### config.mk
export PLATFORM = sky130hd
export DESIGN_NAME = serial_subtracter_ctrl
export DESIGN_NICKNAME = d
export VERILOG_FILES = /design/src/rtl/serial_subtracter_ctrl_pkg.sv /design/src/rtl/full_subtracter_cell.sv /design/src/rtl/serial_subtracter_ctrl.sv
export SDC_FILE = /design/constraint.sdc
export NUM_CORES = 1
export LEC_CHECK = 0
export BUFFER_PORTS_ARGS = -buffer_cell sky130_fd_sc_hd__buf_2
export CAP_MARGIN = 10
export CORE_ASPECT_RATIO = 1.5
export CORE_MARGIN = 4
export CORE_UTILIZATION = 40
export CTS_BUF_LIST = sky130_fd_sc_hd__clkbuf_4
export DETAILED_ROUTE_END_ITERATION = 16
export PLACE_DENSITY = 0.58
export SYNTH_ARGS = -nofsm -noshare
export SYNTH_HDL_FRONTEND = slang
export SYNTH_HIERARCHICAL = 1
export SYNTH_SLANG_ARGS = --single-unit
### constraint.sdc
create_clock -name clk -period 2.11 [get_ports clk]
set_input_delay 0.211 -clock clk [delete_from_list [all_inputs] [get_ports clk]]
set_output_delay 0.211 -clock clk [all_outputs]
set_load 0.05 [all_outputs]
### src/rtl/serial_subtracter_ctrl_pkg.sv
// Shared types and defaults for the bit-serial subtracter.
package serial_subtracter_ctrl_pkg;

  localparam int unsigned DEFAULT_WIDTH = 8;

  typedef enum logic [1:0] {
    ST_IDLE  = 2'd0,
    ST_SHIFT = 2'd1,
    ST_DONE  = 2'd2
  } state_e;

endpackage

### src/rtl/full_subtracter_cell.sv
// Single-bit full subtracter: x - y - z with borrow out.
module full_subtracter_cell (
  input  logic x,
  input  logic y,
  input  logic z,
  output logic difference,
  output logic borrow
);

  assign difference = x ^ y ^ z;
  assign borrow     = (~x & y) | (~x & z) | (y & z);

endmodule

### src/rtl/serial_subtracter_ctrl.sv
// Bit-serial WIDTH-bit subtracter: one bit pair per clock through a single cell, LSB first.
module serial_subtracter_ctrl
  import serial_subtracter_ctrl_pkg::*;
#(
  parameter int unsigned WIDTH = DEFAULT_WIDTH
) (
  input  logic             clk,
  input  logic             reset_n,
  input  logic             start,
  input  logic [WIDTH-1:0] a,
  input  logic [WIDTH-1:0] b,
  input  logic             borrow_in,
  output logic             busy,
  output logic             done,
  output logic [WIDTH-1:0] diff,
  output logic             borrow_out
);

  localparam int unsigned CW = (WIDTH > 1) ? $clog2(WIDTH) : 1;

  state_e           state_q, state_d;
  logic [CW-1:0]    cnt_q, cnt_d;
  logic [WIDTH-1:0] a_sr_q, a_sr_d;
  logic [WIDTH-1:0] b_sr_q, b_sr_d;
  logic [WIDTH-1:0] res_q, res_d;
  logic             brw_q, brw_d;
  logic [WIDTH-1:0] diff_q, diff_d;
  logic             bo_q, bo_d;
  logic             busy_q, busy_d;
  logic             done_q, done_d;

  logic cell_d;
  logic cell_bo;

  full_subtracter_cell u_cell (
    .x          (a_sr_q[0]),
    .y          (b_sr_q[0]),
    .z          (brw_q),
    .difference (cell_d),
    .borrow     (cell_bo)
  );

  // Next-state and datapath update
  always_comb begin
    state_d = state_q;
    cnt_d   = cnt_q;
    a_sr_d  = a_sr_q;
    b_sr_d  = b_sr_q;
    res_d   = res_q;
    brw_d   = brw_q;
    diff_d  = diff_q;
    bo_d    = bo_q;

    case (state_q)
      ST_IDLE: begin
        if (start) begin
          a_sr_d  = a;
          b_sr_d  = b;
          brw_d   = borrow_in;
          cnt_d   = '0;
          state_d = ST_SHIFT;
        end
      end
      ST_SHIFT: begin
        a_sr_d = a_sr_q >> 1;
        b_sr_d = b_sr_q >> 1;
        res_d  = {cell_d, res_q[WIDTH-1:1]};
        brw_d  = cell_bo;
        // Counter stops at WIDTH-1 so it never wraps by overflow
        if (cnt_q == CW'(WIDTH - 1)) begin
          diff_d  = res_d;
          bo_d    = cell_bo;
          state_d = ST_DONE;
        end else begin
          cnt_d = cnt_q + CW'(1);
        end
      end
      ST_DONE: begin
        state_d = ST_IDLE;
      end
      default: begin
        state_d = ST_IDLE;
      end
    endcase

    busy_d = (state_d != ST_IDLE);
    done_d = (state_d == ST_DONE);
  end

  always_ff @(posedge clk or negedge reset_n) begin
    if (!reset_n) begin
      state_q <= ST_IDLE;
      cnt_q   <= '0;
      a_sr_q  <= '0;
      b_sr_q  <= '0;
      res_q   <= '0;
      brw_q   <= 1'b0;
      diff_q  <= '0;
      bo_q    <= 1'b0;
      busy_q  <= 1'b0;
      done_q  <= 1'b0;
    end else begin
      state_q <= state_d;
      cnt_q   <= cnt_d;
      a_sr_q  <= a_sr_d;
      b_sr_q  <= b_sr_d;
      res_q   <= res_d;
      brw_q   <= brw_d;
      diff_q  <= diff_d;
      bo_q    <= bo_d;
      busy_q  <= busy_d;
      done_q  <= done_d;
    end
  end

  assign busy       = busy_q;
  assign done       = done_q;
  assign diff       = diff_q;
  assign borrow_out = bo_q;

endmodule

Word level (Yosys, flattened, before mapping)
Index checks and enable logic that the tools add are counted.
{ "word_totals": {"wordCells": 42, "reg_bits": 41, "in_bits": 20, "out_inout_bits": 11} }
{ "op_classes": {"n_addsub": 1, "bitwise": 8, "eq_ne": 5, "n_reduce_logical": 6, "mux": 12} }
{ "op_table": {"columns": ["cell", "count"], "rows": [
  ["8-bit case mux with 2 select lines", 2],
  ["8-bit two-way mux", 2],
  ["3-bit two-way mux", 2],
  ["3-bit case mux with 2 select lines", 1],
  ["2-bit two-way mux", 2],
  ["2-bit inequality test (second input constant)", 2],
  ["2-bit case mux with 2 select lines", 1],
  ["2-bit AND reduction", 2],
  ["2-bit nonzero test", 2],
  ["3-bit by 1-bit adder with 3-bit output (second input constant)", 1],
  ["1-bit bitwise AND", 3],
  ["3-bit == test (second input constant)", 1],
  ["3-bit AND reduction", 1],
  ["2-bit by 1-bit == test with 1-bit output (second input constant)", 1],
  ["2-bit == test (second input constant)", 1],
  ["2-bit logical NOT", 1],
  ["1-bit OR", 2],
  ["1-bit case mux with 2 select lines", 1],
  ["1-bit bitwise XOR", 2],
  ["1-bit two-way mux", 1],
  ["1-bit inverter", 1]
]} }

Depth between registers and ports, before layout
{ "logic_depth": {"ltp_word": 5, "ltp_mapped": 5} }

By module
The synthesis kept the hierarchy.
{ "by_module_without_submodules": {"columns": ["module", "instances", "area_each_um2", "cells_each"], "rows": [
  ["serial_subtracter_ctrl", 1, 1740.4, 158],
  ["full_subtracter_cell", 1, 27.5, 3]
]} }

Worst setup path after synthesis
No wires, ideal clock.
{ "synth_path": {"path_kind": "register to register", "start": "reg cnt_q[0]", "end": "reg diff_q[0] (netlist: diff[0])", "period_less_slack_ps": 1456, "stages_incl_launch_ff": 6, "arrival_time_ps": 1331, "n_path_buf": 0, "setup_slack_ps": 654, "cell_sequence": "dfrtp_1 -> ha_1 -> ha_1 -> nand2_8 -> inv_8 -> mux2_4"} }
{ "synth_between": {"elab_chain_len": 2} }
{ "synth_lines": {"columns": ["item", "line_no", "rtl"], "rows": [
  ["from (decl)", "serial_subtracter_ctrl.sv:22", "logic [CW-1:0] cnt_q, cnt_d;"],
  ["from (signal assigned)", "serial_subtracter_ctrl.sv:104", "cnt_q <= cnt_d;"],
  ["3-bit == test", "serial_subtracter_ctrl.sv:70", "if (cnt_q == CW'(WIDTH - 1)) begin"],
  ["2-bit AND reduction (no line)", null, null],
  ["to (signal assigned)", "serial_subtracter_ctrl.sv:109", "diff_q <= diff_d;"],
  ["to (decl)", "serial_subtracter_ctrl.sv:27", "logic [WIDTH-1:0] diff_q, diff_d;"]
]} }
No other way between the ends.
A chain may end at the register's enable or synchronous reset.

Worst setup path in the final report
Ends and elaborated chain as after synthesis.

==> flow_metrics.tcl <==
set metrics [dict create \
    run_status "completed" \
    start_util_pct 41.6 \
    grt_pass1_wl_um 6360 \
    area_growth_syn_to_layout_pct 14.8 \
    routedWlPerCell_um 15.6 \
    portBuffers 30 \
    min_path_cells 3 \
    synthMuxAreaShare_pct 7.64 \
    clk_latency_ns 0.35 \
    dr.pass1.iters 4 \
    synthArstFlopShare_pct 100 \
    nets 215 \
    ctsResizeCount 0 \
    power.total_mw 3.16 \
    synth-edff-count 0 \
    seq_area_um2 1000 \
    timing.rr.start "cnt_q[0]" \
    root_buffer "clkbuf_4" \
    grt-ovfl-total 0 \
    htree_levels 2 \
    yosysSeqAreaShare_pct 56.6 \
    relSlewSlack_pct 41.6 \
    skew_ns 0.0117 \
    synth_nets 184 \
    pwr_density_cell_nw_per_um2 1550 \
    irDropWorstVdd_uv 781 \
    fmax_mhz 617 \
    post_route_cells_drive_above_1_share_pct 26.9 \
    whs_endpoint "b_sr_q[7]" \
    ys_ff_latch 40 \
    period_minus_slack_ns 1.62 \
    core_area_um2 4250 \
    ios 31 \
    final_max_slew_viol_count 0 \
    synth_top_family_by_area "compound AO/OA/AOI/OAI gates" \
    setup_viol 0 \
    setup_slack_ns 0.489 \
    rsz0062_at_grt "no" \
    postSynthAreaPerCell_um2 11.0 \
    synth_xor_area_share_pct 0 \
    reg2reg_slack_ns 0.49 \
    finalHoldViolCount 0 \
    hold_path_class "in -> reg" \
    worstPathMaxFanout 7 \
    leakagePower_nw 0.979 \
    tightest_slew_ns 0.876 \
    grt_usage_pct 14.4 \
    synth_compound_area_share_pct 19.1 \
    most-common-layout-cells "dfrtp_1 (40), o22ai_1 (30), buf_2 (30)" \
    post-route-period-util_pct 76.8 \
    die_area_um2 5570 \
    multi_input_area_um2 682 \
    rows 29 \
    vias 1316 \
    yosys.area_share.simple_pct 9.27 \
    place_congestion 0.738 \
    synth-adder-area-share_pct 2.55 \
    cts.sinks 40 \
    layout_commonest_cell "dfrtp_1" \
    worstHoldStart "b[7]" \
    die_width_um 62.3 \
    reg2reg_depth 5 \
    antenna_found_initial 0 \
    drcViolationCount 0 \
    final.setup.tns_ns 0 \
    syn_inst 161 \
    antennaDiodeCount 0 \
    dp_hpwl_um 2660 \
    drv_cap 0 \
    ant_nets 0 \
    fillers 402 \
    ys_warn_count 6 \
    clk_pin_slew_worst_paths_ns 0.12 \
    postCtsSetupBuffers 0 \
    grt_pass1_vias 1383 \
    criticalPathCategory "reg -> reg" \
    routed_wl_um 3730 \
    synthesis.area_um2 1770 \
    drt_iter0_drc 25 \
    die_h_um 89.4 \
    cp-end-kind "register" \
    cts_tree "yes" \
    worst_r2r_endpoint "diff[0]" \
    via_per_inst 5.51 \
    post-place-ws_ns 0.514 \
    synth-main-ff-cell "dfrtp_1" \
    timing.critical_path.arrival_ns 1.86 \
    clockBufferDepth 2 \
    crit_required_ns 2.35 \
    startpoint_type "register" \
    ys_types 23 \
    grt_max_degree 41 \
    cts_made_buffers 5 \
]
area by class of cell:
cell class | instances | share of cell area, %
clock buffers | 6 | 2.22
clock inverters | 2 | 1.73
inverters | 7 | 1.66
multi-input cells | 105 | 33.6
flip-flops and latches | 40 | 49.3
well taps | 46 | 2.84
repair buffers | 33 | 8.63
worst max path at each step:
stage	to	startpoint	depth (start not counted)	slack, ns
floorplan	diff[0]	cnt_q[0]	5	0.65
global placement	diff[0]	cnt_q[0]	5	0.55
detailed placement	diff[0]	cnt_q[0]	5	0.51
CTS	b_sr_q[5]	state_q[1]	3	0.49
global route	a_sr_q[2]	state_q[1]	3	0.39
finish	diff[0]	cnt_q[0]	5	0.49
Yosys cell counts, drive strengths merged (2+ instances only):
cell    count  area share [%]
o22ai      30              11
o21ai      10             2.8
nor2b       2             1.1
clkbuf      2            0.42
a21oi      17             4.8
inv         6             1.7
dfrtp      40              57
buf         7             2.5
a22oi       2            0.85
mux2        9             7.6
nand2      26             6.4
nor2        3            0.64
ha          2             1.4
what timing repair did:
action,4_1_cts,5_1_grt
endpoints found under the hold margin,32,0
endpoints found under the setup margin,0,0
hold buffers,1,0
worst max-delay path, stage by stage (launching register included):
cell     delay (ns)
dfrtp_1        0.42
ha_1           0.16
ha_1           0.38
nand2_8        0.14
inv_8          0.11
mux2_4         0.30
kinds of logic after synthesis:
group	after synthesis
simple gates	34
flops	40
compound gates	59
buf+inv	16
fa+ha+maj	3
mux	9
stage by stage:
step                      cell area, um2  hold WS (ns)  utilization, %  cells
after global placement              1940         0.370            45.7    230
after CTS                           2030        0.0966            47.8    239
after detailed placement            1940         0.388            45.7    230
after floorplan                     1770       -0.0846               -    161
final                               2030         0.111            47.8    239
after global routing                2030         0.100            47.8    239
flip-flops by register name (all words and copies together) (netlist names):
name,cells
res_q,7
busy,1
cnt_q,3
brw_q,1
borrow_out,1
b_sr_q,8
done,1
state_q,2
a_sr_q,8
diff,8
report_power, final:
group	total [mW]	leakage, nW	internal [mW]	switching (mW)
logic	1.29	0.452	0.488	0.804
registers	1.35	0.482	1.10	0.255
clock network	0.511	0.0456	0.261	0.250
routing by layer:
layer | global-route usage, % | up-vias | part of all wire (%)
li1 | - | 640 | -
met1 | 15.8 | 636 | 42
met2 | 25.2 | 33 | 51
met3 | 4.78 | 7 | 5.8
met4 | 6.56 | 0 | 1.9
met5 | 0 | - | 0
(Power assumes the default switching activity.)
